--- src/rtl/io_dma_master.sv ---
// ---------------------------------------------------------------------------
// io_dma_master
//
// Single-channel memory-to-memory DMA bus master. On start (in IDLE) the
// cfg_* values are latched and the engine runs N beats, each beat being one
// read from the source pointer followed by one write to the destination
// pointer. With ready tied high each beat takes two cycles; start to done
// is 2N+1 cycles.
//
// Optional feature: define DMA_IRQ_EN to get a level interrupt that sets
// in FIN and clears on the next accepted start. Without it irq is tied 0.
//
// Ports
//   clk_mem      in   single clock, all state on rising edge
//   rst_n        in   asynchronous active-low reset
//   start        in   one-cycle request to begin a transfer (IDLE only)
//   abort        in   stop at the next beat boundary
//   cfg_src      in   source byte address          [ADDR_W]
//   cfg_dst      in   destination byte address     [ADDR_W]
//   cfg_count    in   beat count, 0 means 16384    [14]
//   cfg_word     in   1 = 32-bit beats, 0 = 16-bit beats
//   cfg_src_ctl  in   00 inc, 01 dec, 10/11 fixed  [2]
//   cfg_dst_ctl  in   00 inc, 01 dec, 10/11 fixed  [2]
//   addr         out  bus address                  [ADDR_W]
//   wdata        out  write data                   [32]
//   rdata        in   read data, valid with ready  [32]
//   read, write  out  bus strobes (mutually exclusive)
//   width        out  01 halfword, 10 word         [2]
//   ready        in   responder completes the current beat
//   busy         out  high in RD and WR
//   done         out  one-cycle pulse in FIN
//   irq          out  level interrupt (DMA_IRQ_EN only)
// ---------------------------------------------------------------------------
module io_dma_master #(
  parameter int ADDR_W = 24
) (
  input  logic              clk_mem,
  input  logic              rst_n,
  input  logic              start,
  input  logic              abort,
  input  logic [ADDR_W-1:0] cfg_src,
  input  logic [ADDR_W-1:0] cfg_dst,
  input  logic [13:0]       cfg_count,
  input  logic              cfg_word,
  input  logic [1:0]        cfg_src_ctl,
  input  logic [1:0]        cfg_dst_ctl,
  output logic [ADDR_W-1:0] addr,
  output logic [31:0]       wdata,
  input  logic [31:0]       rdata,
  output logic              read,
  output logic              write,
  output logic [1:0]        width,
  input  logic              ready,
  output logic              busy,
  output logic              done,
  output logic              irq
);

  typedef enum logic [1:0] {
    IDLE = 2'd0,
    RD   = 2'd1,
    WR   = 2'd2,
    FIN  = 2'd3
  } state_e;

  state_e            state;
  logic [ADDR_W-1:0] src_ptr;
  logic [ADDR_W-1:0] dst_ptr;
  logic [1:0]        src_ctl;
  logic [1:0]        dst_ctl;
  logic              word_mode;
  logic [14:0]       beats_left;
  logic              abort_pend;
  logic [31:0]       data_reg;

  logic [ADDR_W-1:0] src_ptr_next;
  logic [ADDR_W-1:0] dst_ptr_next;
  logic [ADDR_W-1:0] src_aligned;
  logic [ADDR_W-1:0] dst_aligned;
  logic              last_beat;
  logic              stop_after_wr;

  // Force the low address bits to zero for the selected beat size.
  function automatic logic [ADDR_W-1:0] align_addr(input logic [ADDR_W-1:0] a,
                                                   input logic              wd);
    logic [ADDR_W-1:0] r;
    r = a;
    r[0] = 1'b0;
    if (wd) r[1] = 1'b0;
    return r;
  endfunction

  // Advance a pointer by one beat; 10 and 11 both mean fixed. Arithmetic
  // wraps naturally at ADDR_W bits.
  function automatic logic [ADDR_W-1:0] step_addr(input logic [ADDR_W-1:0] p,
                                                  input logic [1:0]        ctl,
                                                  input logic              wd);
    logic [ADDR_W-1:0] inc;
    inc = wd ? ADDR_W'(4) : ADDR_W'(2);
    case (ctl)
      2'b00:   return p + inc;
      2'b01:   return p - inc;
      default: return p;
    endcase
  endfunction

  always_comb begin
    src_ptr_next  = step_addr(src_ptr, src_ctl, word_mode);
    dst_ptr_next  = step_addr(dst_ptr, dst_ctl, word_mode);
    src_aligned   = align_addr(cfg_src, cfg_word);
    dst_aligned   = align_addr(cfg_dst, cfg_word);
    last_beat     = (beats_left == 15'd1);
    // An abort arriving on the very edge a write completes also ends the
    // transfer there, since that edge is itself a beat boundary.
    stop_after_wr = last_beat || abort_pend || abort;
  end

  assign wdata = data_reg;

  always_ff @(posedge clk_mem or negedge rst_n) begin
    if (!rst_n) begin
      state      <= IDLE;
      src_ptr    <= '0;
      dst_ptr    <= '0;
      src_ctl    <= 2'b00;
      dst_ctl    <= 2'b00;
      word_mode  <= 1'b0;
      beats_left <= '0;
      abort_pend <= 1'b0;
      data_reg   <= '0;
      addr       <= '0;
      read       <= 1'b0;
      write      <= 1'b0;
      width      <= 2'b01;
      busy       <= 1'b0;
      done       <= 1'b0;
`ifdef DMA_IRQ_EN
      irq        <= 1'b0;
`endif
    end else begin
      case (state)
        IDLE: begin
          done <= 1'b0;
          if (start) begin
            src_ptr    <= src_aligned;
            dst_ptr    <= dst_aligned;
            src_ctl    <= cfg_src_ctl;
            dst_ctl    <= cfg_dst_ctl;
            word_mode  <= cfg_word;
            beats_left <= (cfg_count == 14'd0) ? 15'd16384 : {1'b0, cfg_count};
            abort_pend <= 1'b0;
            addr       <= src_aligned;
            width      <= cfg_word ? 2'b10 : 2'b01;
            read       <= 1'b1;
            busy       <= 1'b1;
            state      <= RD;
`ifdef DMA_IRQ_EN
            irq        <= 1'b0;
`endif
          end
        end

        RD: begin
          if (abort) abort_pend <= 1'b1;
          if (ready) begin
            // Halfword beats carry only the low lane; upper bits forced zero.
            data_reg <= word_mode ? rdata : {16'h0000, rdata[15:0]};
            src_ptr  <= src_ptr_next;
            addr     <= dst_ptr;
            read     <= 1'b0;
            write    <= 1'b1;
            state    <= WR;
          end
        end

        WR: begin
          if (ready) begin
            dst_ptr    <= dst_ptr_next;
            beats_left <= beats_left - 15'd1;
            write      <= 1'b0;
            if (stop_after_wr) begin
              abort_pend <= 1'b0;
              busy       <= 1'b0;
              done       <= 1'b1;
              state      <= FIN;
`ifdef DMA_IRQ_EN
              irq        <= 1'b1;
`endif
            end else begin
              // src_ptr was already stepped when the read completed.
              addr  <= src_ptr;
              read  <= 1'b1;
              state <= RD;
            end
          end else if (abort) begin
            abort_pend <= 1'b1;
          end
        end

        FIN: begin
          done  <= 1'b0;
          state <= IDLE;
        end

        default: begin
          state <= IDLE;
        end
      endcase
    end
  end

`ifndef DMA_IRQ_EN
  assign irq = 1'b0;
`endif

endmodule

--- config.mk ---
export PLATFORM = sky130hd
export DESIGN_NAME = io_dma_master
export DESIGN_NICKNAME = d
export VERILOG_FILES = /design/src/rtl/io_dma_master.sv
export SDC_FILE = /design/constraint.sdc
export NUM_CORES = 1
export LEC_CHECK = 0
export CAP_MARGIN = 20
export CELL_PAD_IN_SITES_DETAIL_PLACEMENT = 1
export CELL_PAD_IN_SITES_GLOBAL_PLACEMENT = 1
export CORE_UTILIZATION = 35
export CTS_CLUSTER_DIAMETER = 120
export CTS_CLUSTER_SIZE = 16
export DETAILED_ROUTE_END_ITERATION = 8
export PLACE_DENSITY_LB_ADDON = 0.1
export SYNTH_ARGS = -nofsm -noshare
export SYNTH_HDL_FRONTEND = slang
export SYNTH_SLANG_ARGS = --single-unit
--- constraint.sdc ---
create_clock -name clk_mem -period 3.4 [get_ports clk_mem]
set_input_delay 0.51 -clock clk_mem [delete_from_list [all_inputs] [get_ports clk_mem]]
set_output_delay 0.51 -clock clk_mem [all_outputs]
set_load 0.01 [all_outputs]
* Yosys cells after proc, flatten, opt, wreduce, memory -nomap -nowiden
Cells that the tools add are included.
** Word-level totals
- Flip-flop bits (word level) :: 133
- Input port bits :: 104
- Output and inout port bits :: 63
- Word-level logic and storage cells :: 100
** Operators by class
- Add/sub/neg operators :: 5
- Equal/unequal tests :: 14
- Mux-type cells :: 43
- Reduce and logical (&&, ||, !) cells :: 23
** Operators by type and width (count)
- case mux 24 bit (2 select lines) :: 4
- two-way mux 24 bit :: 7
- case mux 24 bit (3 select lines) :: 1
- two-way mux 15 bit :: 3
- two-way mux 32 bit :: 1
- case mux 15 bit (2 select lines) :: 1
- adder 24 bit :: 1
- adder 24 x 3 -> 24 bit :: 1
- subtractor 24 bit :: 1
- subtractor 24 x 3 -> 24 bit :: 1
- equality test 15 x 1 -> 1 bit, second input constant :: 1
- AND reduction 3 bit :: 5
- subtractor 15 x 1 -> 15 bit, second input constant :: 1
- logical NOT 14 bit :: 1
- two-way mux 1 bit :: 14
- AND reduction 4 bit :: 3
- two-way mux 2 bit :: 5
- != test 2 bit, second input constant :: 5
- case mux 2 bit (4 select lines) :: 1
- nonzero test 2 bit :: 4
- equality test 2 x 1 -> 1 bit, second input constant :: 3
- logical NOT 2 bit :: 3
- != test 3 x 1 -> 1 bit, second input constant :: 2
- case mux 1 bit (2 select lines) :: 3
- other kinds (9) :: 13

* Logic depth before layout (Yosys ltp)
- Depth after elaboration :: 6
- Depth in mapped cells :: 12
- Depth with buffers taken out :: 10

* Worst setup path after synthesis
Ideal clock, no wire load.
- Path type :: reg-to-reg
- Start point :: reg dst_ctl[1]
- End point :: reg dst_ptr[16]
- Library setup time :: 0.088 ns
- Arrival time :: 3.247 ns
- Data required time :: 3.312 ns
- Setup slack :: 0.065 ns
- Stages on the path, launching flop included :: 13
- Path buffers :: 2
- Period minus slack after synthesis :: 3.335 ns
- Path through :: dfrtp_1 nand2b_1 clkbuf_1 clkbuf_1 nor2_1 ha_1 nor2b_1 or2_2 maj3_1 o41ai_2 mux2_2 nand4_1 nor3b_1
** On the way
- Longest elaborated chain between the ends :: 4
- Elaborated cells on any way between the ends :: 7
- Classes of those cells :: eq/ne: 2; mux: 3; reduce/logical: 2
** RTL lines
- from (decl) :: line 70 : logic [1:0] dst_ctl;
- from (signal assigned) :: line 148 : dst_ctl <= cfg_dst_ctl;
- equality test 2 x 1 -> 1 bit or logical NOT 2 bit (tied branches) :: line 100 : case (ctl)
- case mux 24 bit (2 select lines) :: line 100
- two-way mux 24 bit :: line 177 : if (ready) begin
- case mux 24 bit (2 select lines) :: line 141 : case (state)
- to (signal assigned) :: line 146 : dst_ptr <= dst_aligned;
- to (signal assigned) :: line 178 : dst_ptr <= dst_ptr_next;
- to (decl) :: line 68 : logic [ADDR_W-1:0] dst_ptr;
Parallel ways exist; a longest one is shown, timed or not. The select of a mux whose other input is x is not followed.
A chain may end at the register's enable or synchronous reset.

* Final worst setup path
- Start point :: reg dst_ctl[1]
- End point :: reg dst_ptr[20]
Same word-level chain as after synthesis.

==> run summary <==
The remaining global-route overflow was 0. The tools report the master cell of the clock root buffer as clkbuf_16. Fraction of the yosys area taken by sequential cells: 0.396.

The HPWL after detailed placement is 20,300 um. Counting distinct cell types in the post-synthesis netlist gives 72. The number of gates resized after cts was 0; the flip-flop and latch count after synthesis was 130. The logs give 2 for the maximum count of clock buffers along a single path and 8,048 for the routed via count. The number of enable flip-flop cells after synthesis is 0, and the worst-path maximum fanout is 5.

Setup repair after global routing left no endpoint under its margin. The cell at the slowest stage of the critical path is maj3_1. The global-route wire length before repair was 45,600 um. During placement, the flow inserted port buffers numbering 163.

The placer's final routability congestion estimate is 0.889. The largest total area in the synthesized netlist belongs to dfrtp_1. Wires add up to 28,300 um. During synthesis, Yosys emitted a total of 0 warnings. The minimum period implied by the final worst setup slack works out to 3010 ps. For this design, the sink count on the clock tree is 130.

The overall power after layout is 11.5 mW, and the via density per instance is 5.63. The final cell count without fillers is 1,430. In this run the standard cell core region covers 22,800 um^2. The run gives 4 as the number of levels the H-tree was split into. Post-CTS timing repair inserted 0 buffers for setup. The tools report the number of antenna violations at the first check in global routing as 0.

For the maximum vdd ir drop, the log shows 549 uV. TritonCTS built the clock tree. The initial cell density of the core is 0.359, and the required time of the worst setup path is 3710 ps.

For the total of hold buffers inserted after clock tree synthesis, the log shows 0. The overall fraction of global-route tracks in use was 0.242. Worst max-slew margin expressed relative to the limit: 0.402. STA classifies the critical path endpoint as a register. The layout overhead on the synthesized area was 30.0%; the layout filler cell count was 2,722. The number of pins exceeding their max-slew limit in the final report was 0. For the via count of the first global-routing pass, the log shows 8,323. The post-route fraction of the period consumed by the critical path works out to 0.886. Walking the worst path, the cells encountered are nand2b_1 > nor2_1 > ha_1 > nor2b_1 > or2_2 > maj3_1 > o41ai_2 > or2_1 > mux2_2 > o311ai_0. Number of I/O pins: 167. The detail route stage leaves a number of antenna-violating nets equal to 0.

The final-report hold violation count is 0. The logs give 24,100 um^2 for the full die area and 17 for the number of buffers inserted during clock tree synthesis. Dividing the detail-routed wire length by the instance count gives 19.8 um. The floorplan step set the die height to 155 um. Actual transition at the worst max-transition pin: 897 ps.

STA puts the critical path data arrival time at 3320 ps. Worst hold-check path type: input pin to async pin. The die is 155 um wide. Clock-pin slew was measured on the worst setup and hold paths at 60 ps.

The number of design-rule violations left by the first detailed-router iteration is 475. In this run the register-to-register setup slack is 390 ps. The tools report the leakage power summed over all cells as 4.21 nW.

By area the synthesized netlist is led by dfrtp_1, o21ai_0, nand2_1. The total placed instance area was 10,000 um^2; the cell area after layout was 10,700 um^2. DRC violation count after routing: 0. The flow ran to the end, and the final reports show no timing, DRC or antenna violations. In this run, placement finished with an instance count of 1,398.

The floorplan has 55 rows. The first detailed-routing pass ran for 5 iterations. The fraction of synthesis flops using an asynchronous set or reset pin works out to 1.00.

Hold timing on the final database bottoms out at a slack of 102 ps. Counting every net in the synthesized netlist gives 1,107. The final antenna diode count is 0, and the cell area after technology mapping is 8210 um^2. The worst reg2reg path endpoint was dst_ptr[20]$_DFFE_PN0P_. Among all flip-flop cells after synthesis, the most frequent one is dfrtp_1. The sum of negative setup slack came out at 0 ps. Cell area power density: 1080 nW/um^2. For this run, the post-layout net count is 1,221. Critical path class: register to register. The max-capacitance violation count came out at 0. Dividing the synthesized area by the synthesized cell count gives 8.29 um^2.

The cell count after synthesis came out at 990. The startpoint of the most critical register-to-register path was dst_ctl[1]$_DFFE_PN0P_. The cell depth of the worst flop-to-flop path came out at 10. The clock reaches the later pin of the worst-skew pair after 430 ps. Entering global routing, the biggest net connects 84 pins. For this run, the slowest stage of the critical path takes 450 ps.

Between clock sinks in the finished design, the worst skew comes to 13.6 ps. Setup violations remaining at the end of the flow were counted as 0. Static timing analysis puts the maximum clock frequency at 0.332 GHz. The fraction of final layout cells sized beyond drive strength 1 is 0.0985. Kind of launch point of the worst setup path: a register. The top-area cell type share of the netlist area was 0.393.
how the worst max path moves through the flow:
| stage | from | end | depth (start not counted) | slack [ps] |
|---|---|---|---|---|
| floorplan | dst_ctl[1]$_DFFE_PN0P_ | dst_ptr[16]$_DFFE_PN0P_ | 12 | 60 |
| global placement | dst_ctl[1]$_DFFE_PN0P_ | dst_ptr[16]$_DFFE_PN0P_ | 10 | 420 |
| detailed placement | dst_ctl[1]$_DFFE_PN0P_ | dst_ptr[16]$_DFFE_PN0P_ | 10 | 390 |
| CTS | dst_ctl[1]$_DFFE_PN0P_ | dst_ptr[20]$_DFFE_PN0P_ | 10 | 370 |
| global route | dst_ctl[1]$_DFFE_PN0P_ | dst_ptr[20]$_DFFE_PN0P_ | 10 | 200 |
| finish | dst_ctl[1]$_DFFE_PN0P_ | dst_ptr[20]$_DFFE_PN0P_ | 10 | 390 |
cell usage in the layout (no fill, tap or decap), types with 3 or more instances in the layout:
master           count
or2_2                7
o32ai_1              3
inv_6                7
xnor2_1              6
nand4_1             14
a31oi_1             10
and2_1               5
buf_4               24
bufinv_16            3
a211oi_1             4
a22oi_1             23
or4_1                9
o22ai_1             45
a32oi_1              4
clkinvlp_4           4
nand2b_1             8
clkdlybuf4s50_1    162
ha_1                11
nand3_1             44
nor4_1              12
mux2i_1             23
mux2_2              28
nor3_1              30
nand3b_1             7
o21ai_0            111
inv_1               14
clkbuf_16           17
a41oi_1              4
nor2b_1             10
dfrtp_1            129
nor3b_1             10
nor4b_1              3
and3_1              15
or3_1               18
a21oi_1             60
nor2_1              51
o31ai_1              6
nand2_1            129
state kept, by name, summed over array words and instances (netlist names):
signal and flops:
wdata 32, addr 24, dst_ptr 23, src_ptr 23, beats_left 15, dst_ctl 2, src_ctl 2, state 2
abort_pend 1, busy 1, done 1, read 1, width 1, word_mode 1, write 1
worst max-delay path: cells and delay by family (launching register included):
| kind | cells | cell delay, ps |
|---|---|---|
| multiplexers | 1 | 340 |
| AND/OR/NAND/NOR | 5 | 950 |
| adder cells (fa/ha/maj) | 2 | 710 |
| flip-flops | 1 | 410 |
| AO/OA/AOI/OAI | 2 | 480 |
cell type report:
class	count	area, um^2	share of cell area
Multi-Input combinational cell	753	4520	0.424
Inverter	14	52.6	0.00493
Tap cell	313	392	0.0367
Clock inverter	15	193	0.0181
Timing Repair Buffer	188	1830	0.172
Sequential cell	130	3250	0.305
Clock buffer	17	425	0.0399
metrics by stage:
step	worst slack [ps]	util
after floorplan	64.5	-
after global placement	420	0.440
after detailed placement	388	0.440
after CTS	374	0.467
after global routing	204	0.467
final	388	0.467
synthesized netlist by cell type (5+ instances only):
master / instances
and2_1: 5
a22oi_1: 23
mux2i_1: 23
nor3_1: 30
nor4_1: 12
ha_1: 13
o22ai_1: 45
or3_1: 18
or2_2: 7
nand2b_1: 8
dfrtp_1: 129
inv_1: 14
clkbuf_1: 67
mux2_2: 28
or4_1: 9
a31oi_1: 10
buf_1: 10
a21oi_1: 61
nand4_1: 14
and3_1: 15
nor3b_1: 10
o21ai_0: 111
nand3b_1: 7
xnor2_1: 6
nand2_1: 129
nand3_1: 44
buf_2: 7
nor2_1: 51
nor2b_1: 10
o31ai_1: 6
cells by family after synthesis:
logic type / count (synthesis) / share of synthesized area
simple gates: 389 / 0.244
compound gates: 292 / 0.211
flops: 130 / 0.396
buf+inv: 107 / 0.0541
mux: 51 / 0.0665
fa+ha+maj: 14 / 0.0210
xor+xnor: 6 / 0.00640
other cells: 1 / 0.000457
per-layer routing:
metal	GRT usage	routed length (um)	up-vias
met5	0	0	-
met4	0.0575	364	0
met3	0.0485	1100	19
met2	0.428	14600	136
met1	0.302	12300	4040
li1	-	-	3853
report_power, final:
| group | internal [mW] | switching, mW |
|---|---|---|
| combinational | 2.59 | 3.54 |
| clock | 1.18 | 0.815 |
| sequential | 2.35 | 1.06 |
Power figures use the tool's default switching activity.
